==> src/rtl/bcd_adder.sv <==
// ---------------------------------------------------------------------------
// bcd_adder: single-digit BCD adder with registered outputs.
//
// Stage 1 adds the two input digits in binary (Z = A + B, 5 bits).
// If Z > 9 the digit is corrected by adding 6 in stage 2, and a decimal
// carry is raised. S, Cout and C all come straight from flops, so they
// only change at a clock edge (or immediately on reset). Latency is one
// cycle and a new pair can be applied every cycle.
// ---------------------------------------------------------------------------

// One-bit full adder, the building block of both adder stages.
module bcd_full_adder (
   input  logic i_a,
   input  logic i_b,
   input  logic i_cin,
   output logic o_sum,
   output logic o_cout
);

   logic w_half_sum;

   assign w_half_sum = i_a ^ i_b;
   assign o_sum      = w_half_sum ^ i_cin;
   assign o_cout     = (i_a & i_b) | (i_cin & w_half_sum);

endmodule : bcd_full_adder

// Four-bit ripple-carry adder built from four full-adder instances.
module bcd_ripple4 (
   input  logic [3:0] i_a,
   input  logic [3:0] i_b,
   input  logic       i_cin,
   output logic [3:0] o_sum,
   output logic       o_cout
);

   // w_carry[n] is the carry into bit n; w_carry[4] is the carry out.
   logic [4:0] w_carry;

   assign w_carry[0] = i_cin;

   for (genvar g = 0; g < 4; g++) begin : g_bit
      bcd_full_adder u_fa (
         .i_a    (i_a[g]),
         .i_b    (i_b[g]),
         .i_cin  (w_carry[g]),
         .o_sum  (o_sum[g]),
         .o_cout (w_carry[g+1])
      );
   end

   assign o_cout = w_carry[4];

endmodule : bcd_ripple4

// Top level: binary add, decimal correction, output registers.
module bcd_adder (
   input  logic       clk,
   input  logic       rst_n,
   input  logic [3:0] A,
   input  logic [3:0] B,
   output logic [0:3] S,
   output logic       Cout,
   output logic       C
);

   // Stage 1 result: Z[3:0] and its carry Z[4].
   logic [3:0] w_z_lo;
   logic       w_z_carry;

   // Decimal-correction flag: true when Z > 9.
   logic       w_k;

   // Correction addend for stage 2: 0110 when correcting, else 0000.
   logic [3:0] w_corr;

   // Stage 2 result and its carry. The carry is not part of the BCD
   // result (the decimal carry is K); it is kept only to close the port.
   logic [3:0] w_sum_bcd;
   logic       w_stage2_carry_unused;

   // Output registers. r_s uses descending numbering internally.
   logic [3:0] r_s;
   logic       r_cout;
   logic       r_c;

   // Stage 1: Z = A + B with carry-in 0.
   bcd_ripple4 u_stage1 (
      .i_a    (A),
      .i_b    (B),
      .i_cin  (1'b0),
      .o_sum  (w_z_lo),
      .o_cout (w_z_carry)
   );

   // Z >= 16 always needs correction; for 8..15 correct only 10..15.
   assign w_k    = w_z_carry | (w_z_lo[3] & (w_z_lo[2] | w_z_lo[1]));
   assign w_corr = {1'b0, w_k, w_k, 1'b0};

   // Stage 2: Z[3:0] + correction, modulo 16.
   bcd_ripple4 u_stage2 (
      .i_a    (w_z_lo),
      .i_b    (w_corr),
      .i_cin  (1'b0),
      .o_sum  (w_sum_bcd),
      .o_cout (w_stage2_carry_unused)
   );

   // Register the corrected digit and both carries every cycle.
   // NOTE: sequential state uses non-blocking (<=) so every flop samples
   // pre-edge values; the async reset clears all three output flops.
   always_ff @(posedge clk or negedge rst_n) begin
      if (!rst_n) begin
         r_s    <= 4'b0000;
         r_cout <= 1'b0;
         r_c    <= 1'b0;
      end else begin
         r_s    <= w_sum_bcd;
         r_cout <= w_k;
         r_c    <= w_z_carry;
      end
   end

   // S is numbered [0:3]; a whole-vector assignment maps r_s[3] (the MSB)
   // onto S[0] and r_s[0] (the LSB) onto S[3].
   assign S    = r_s;
   assign Cout = r_cout;
   assign C    = r_c;

endmodule : bcd_adder

==> config.mk <==
export PLATFORM = sky130hd
export DESIGN_NAME = bcd_adder
export DESIGN_NICKNAME = d
export VERILOG_FILES = /design/src/rtl/bcd_adder.sv
export SDC_FILE = /design/constraint.sdc
export NUM_CORES = 1
export LEC_CHECK = 0
export CAP_MARGIN = 25
export CORE_AREA = 2 2 39 41
export CTS_CLUSTER_DIAMETER = 60
export CTS_CLUSTER_SIZE = 8
export DETAILED_ROUTE_END_ITERATION = 7
export DIE_AREA = 0 0 41 43
export GPL_ROUTABILITY_DRIVEN = 0
export PLACE_DENSITY = 0.6
export SYNTH_ARGS = -nofsm -noshare
export SYNTH_HDL_FRONTEND = slang
export SYNTH_SLANG_ARGS = --single-unit
==> constraint.sdc <==
create_clock -name clk -period 0.8 [get_ports clk]
set_clock_uncertainty 0.2 [all_clocks]
set_input_delay 0.12 -clock clk [delete_from_list [all_inputs] [get_ports clk]]
set_output_delay 0.12 -clock clk [all_outputs]
set_load 0.01 [all_outputs]
# --- Word-level counts from Yosys, hierarchy flattened ---
# Index checks and enable logic that the tools add are counted.
classes:
  order_cmp: 0
  multipliers: 0
  shift: 0
  bitwise_logic: 28
  reduce_logical: 0
  n_addsub: 0
  n_div: 0
  muxes: 0
  n_eq_ne: 0
ops:
  columns: ["op", "count"]
  rows:
  - ["bitwise AND 1 bit", 11]
  - ["bitwise XOR 1 bit", 11]
  - ["bitwise OR 1 bit", 6]
word_totals:
  in_bits: 10
  wordCells: 31
  mem_count: 0
  ramBits: 0
  mem_bits_ro: 0
  latchBits: 0
  regBits: 6
  output_inout_bits: 6

# --- Depth between registers and ports, before layout ---
logic_depth:
  word_depth: 12
  mapped_depth: 11
  ltp_nobuf: 11

# --- Hierarchy ---
# A second synthesis with hierarchy kept.
hier_totals:
  hier_cells: 17
  hier_area_um2: 325.3
by_module_without_submodules:
  columns: ["module", "cells_per_inst", "area_per_inst_um2", "seq_area_each_um2", "n_inst"]
  rows:
  - ["bcd_adder", 9, 165.2, 150.1, 1]
  - ["bcd_full_adder", 1, 20.0, 0.0, 8]

# --- Least setup slack after synthesis ---
# Ideal clock, no wire load.
synth_timing:
  path_type: "input to register"
  startpoint: "input port A[0]"
  endpoint: "register r_s[3] (netlist: S[0])"
  n_path_buf: 0
  stages: 11
  required_time_ps: 477
  arrival_time_ps: 2218
  setup_ps: 123
  path_slack_ps: -1741
  path_cell_list: "ha_1 fa_1 inv_1 fa_1 inv_1 fa_1 a21o_1 ha_1 inv_1 fa_1 xnor2_1"
synth_between:
  elab_chain_cells: 12
  word_cells_on_any_way: 19
  cone_classes: "bitwise: 19"
synth_lines:
  columns: ["item", "line", "text"]
  rows:
  - ["start, declared", "60", "input logic [3:0] A,"]
  - ["bitwise AND 1 bit *", "24", "assign o_cout = (i_a & i_b) | (i_cin & w_half_sum);"]
  - ["bitwise AND 1 bit", "24", null]
  - ["bitwise OR 1 bit", "24", null]
  - ["bitwise AND 1 bit", "24", null]
  - ["bitwise OR 1 bit", "24", null]
  - ["bitwise AND 1 bit / bitwise XOR 1 bit (equally long branches)", "24, 23", null]
  - ["bitwise OR 1 bit / bitwise AND 1 bit (equally long branches)", "24, 97", null]
  - ["bitwise OR 1 bit *", "97", "assign w_k = w_z_carry | (w_z_lo[3] & (w_z_lo[2] | w_z_lo[1]));"]
  - ["net u_stage2.g_bit[1].u_fa.i_b", "14", "input logic i_b,"]
  - ["bitwise AND 1 bit / bitwise XOR 1 bit (equally long branches)", "24, 22", null]
  - ["bitwise AND 1 bit", "24", null]
  - ["bitwise OR 1 bit *", "24", null]
  - ["bitwise XOR 1 bit *", "23", "assign o_sum = w_half_sum ^ i_cin;"]
  - ["net u_stage2.g_bit[3].u_fa.o_sum", "16", "output logic o_sum,"]
  - ["end signal, assigned", "118", "r_s <= w_sum_bcd;"]
  - ["end, declared", "83", "logic [3:0] r_s;"]
# Mark *: on every way through the listed nets, which the timed path passes. The rest lies on a longest branch.

# --- Final worst setup path ---
layout_timing:
  startpoint: "input port B[0]"
  endpoint: "register r_s[2] (netlist: S[1])"
layout_between:
  elab_chain_cells: 10
  word_cells_on_any_way: 16
  cone_classes: "bitwise: 16"
layout_lines:
  columns: ["item", "line", "text"]
  rows:
  - ["start, declared", "61", "input logic [3:0] B,"]
  - ["bitwise AND 1 bit *", "24", null]
  - ["bitwise AND 1 bit", "24", null]
  - ["bitwise OR 1 bit", "24", null]
  - ["bitwise AND 1 bit", "24", null]
  - ["bitwise OR 1 bit", "24", null]
  - ["bitwise AND 1 bit / bitwise XOR 1 bit (equally long branches)", "24, 23", null]
  - ["bitwise OR 1 bit / bitwise AND 1 bit (equally long branches)", "24, 97", null]
  - ["bitwise OR 1 bit *", "97", null]
  - ["net u_stage2.g_bit[1].u_fa.i_b", "14", null]
  - ["bitwise XOR 1 bit / bitwise AND 1 bit (equally long branches)", "22, 24", null]
  - ["bitwise XOR 1 bit *", "23", null]
  - ["net u_stage2.g_bit[2].u_fa.o_sum", "16", null]
# Marks and branches as above.

==> key figures <==
Pwr
  • LEAKAGE: 0.257 nW
  • Total power: 1.14 mW
  • Peak supply drop: 0.000619 V
  • PD cells: 2080 nW/um2

GRT
  • All-Layer GR Usage: 8.92%
  • Gr ovfl total: 0
  • Via count of the first global-routing pass: 283
  • Largest net degree at the start of global routing: 7
  • Antenna violations before repair: 0
  • Global-route wire length before repair: 945 um

Yosys
  • Sequential-to-total area share from yosys stat: 48.0%
  • Synth cell types: 8
  • Post-Syn Instances: 22
  • Syn avg cell area: 14.2 um2
  • Synth Register Bits: 6
  • Syn_nets: 38
  • Syn. warnings: 0
  • Mapped Area: 313 um2

Worst setup path
  • Critical path type: input pin to flop
  • Worst EP arrival: between 2 and 2.5 ns
  • CP Max Fanout: 2
  • Crit path capture type: flop
  • Worst EP required: 0.74 ns
  • Startpoint Class: input pin

Clock tree
  • CTS tree: done
  • Max clock buf depth: 2
  • Clk root buf: clkbuf_4
  • H-Tree Depth: 1
  • Clock sinks: 6
  • CTS Buf Count: 3
  • CTS clk-pin slew, worst paths: around 0.04 ns

Floorplan
  • Die area: between 1500 and 2000 um2
  • Chip Width: 41 um
  • Die height: 43 um
  • Initial Utilization: 22.6%
  • Core area: 1380 um2
  • I/O pin count: 16
  • Row count: 14

Route
  • First-pass DRT Iterations: 1
  • Total Wirelength: 573 um
  • Post-route ant nets: 0
  • Drt first-iter violations: 0
  • Via count: 241
  • Via-to-Cell Ratio: 4.02
  • DRC viols: 0
  • Drt wl/cell: 9.55 um

Finish
  • Most frequent cells in the layout: dfrtp_1 (6), buf_2 (5), inv_2 (4), fa_2 (4), buf_6 (4)
  • Commonest non-fill, non-tap cell in the layout: dfrtp_1
  • Final #Nets: 62
  • Layout cells sized above 1: 61.4%
  • Design Area, Final: 546 um2
  • Fillers: approximately 140
  • P&R area growth vs syn: 74.4%
  • Inserted Diodes: 0
  • Post-Layout Cell Count: 60
  • Fin util: 39.4%

Place
  • Placed cells: 56
  • IO Port Bufs: 15
  • Post-Place Setup Slack: -2.29 ns
  • Post-DP Area: 536 um2

STA
  • Total negative slack: -7.38 ns
  • Post-route clock period utilization: 304%
  • RSZ-0062 raised after global routing: true
  • Max_slew headroom: 83.6%
  • Fin. Hold Viols: 7
  • Setup ws final: -1.63 ns
  • Tightest Pin Transition: around 0.25 ns
  • Hold_ws: -0.104 ns
  • Setup violators final: 11
  • Fmax: roughly 410 MHz
  • Final min period: 2.43 ns
  • Max Slew Vio Count: 0

Run status
  • Status: complete, but fails checks
  • Failing checks: hold timing, setup timing

Hold path
  • Worst hold path type: input pin to flop

Flow run
  • Max cap viols: 0
-- timing repair --
item                                   CTS  global route
gates cloned                             0             0
resized for setup                       43             3
setup endpoints to repair               12            11
endpoints found under the hold margin    7             7
pin swaps                                6             5
buffers inserted                         1             0
-- flip-flops by register name, indices dropped and copies added (netlist names) --
register  cells
C             1
S             4
Cout          1
-- synth_stat cells --
master	number	area, um2
nand2b_4	1	13.8
fa_1	4	80.1
ha_1	2	25.0
a21oi_1	1	5.00
a21o_1	1	7.51
dfrtp_1	6	150
inv_1	6	22.5
xnor2_1	1	8.76
-- cell type report --
cell class                 count  area [um2]  area share (%)
multi-input combinational     10         175            32.1
inverter                       6        22.5            4.13
clock buffer                   3        22.5            4.13
tap                           16        20.0            3.67
sequential                     6         150            27.5
timing repair buffer          19         155            28.4
-- critical path, stage by stage --
cell    delay, ns
buf_6        0.10
ha_4         0.14
fa_2         0.32
inv_2        0.06
fa_2         0.18
inv_2        0.04
fa_2         0.53
a21o_1       0.17
ha_4         0.14
inv_2        0.03
fa_2         0.50
inv_1        0.03
-- power breakdown --
| part | internal, mW | total (mW) | switching, mW |
|---|---|---|---|
| Sequential | 0.389 | 0.409 | 0.0193 |
| Clock | 0.169 | 0.269 | 0.100 |
| Combinational | 0.251 | 0.459 | 0.207 |
-- layer usage --
metal	GRT usage (%)	up-vias	wire length, um	share of wire (%)
met5	0	-	0	0
met1	6.31	111	157	27
met2	15.0	18	305	53
met3	1.57	4	86	15
li1	-	108	-	-
met4	12.0	0	24	4.2
-- final timing paths --
check / from / to / cells past startpoint
min: A[0] / S[3] / 2
max in group asynchronous: rst_n / S[3] / 1
max: B[0] / S[1] / 12
min in group asynchronous: rst_n / S[2] / 1
-- cells by family (layout without fill, tap and decap cells) --
group / after synthesis / count (layout) / synth area share [%]
flip-flops: 6 / 6 / 48.0
XOR/XNOR: 1 / 1 / 2.80
AND/OR/NAND/NOR: 1 / 1 / 4.40
buffers and inverters: 6 / 28 / 7.20
adder cells (fa/ha/maj): 6 / 6 / 33.6
AO/OA/AOI/OAI: 2 / 2 / 4.00
No activity file was read; power rests on OpenSTA's default activity.
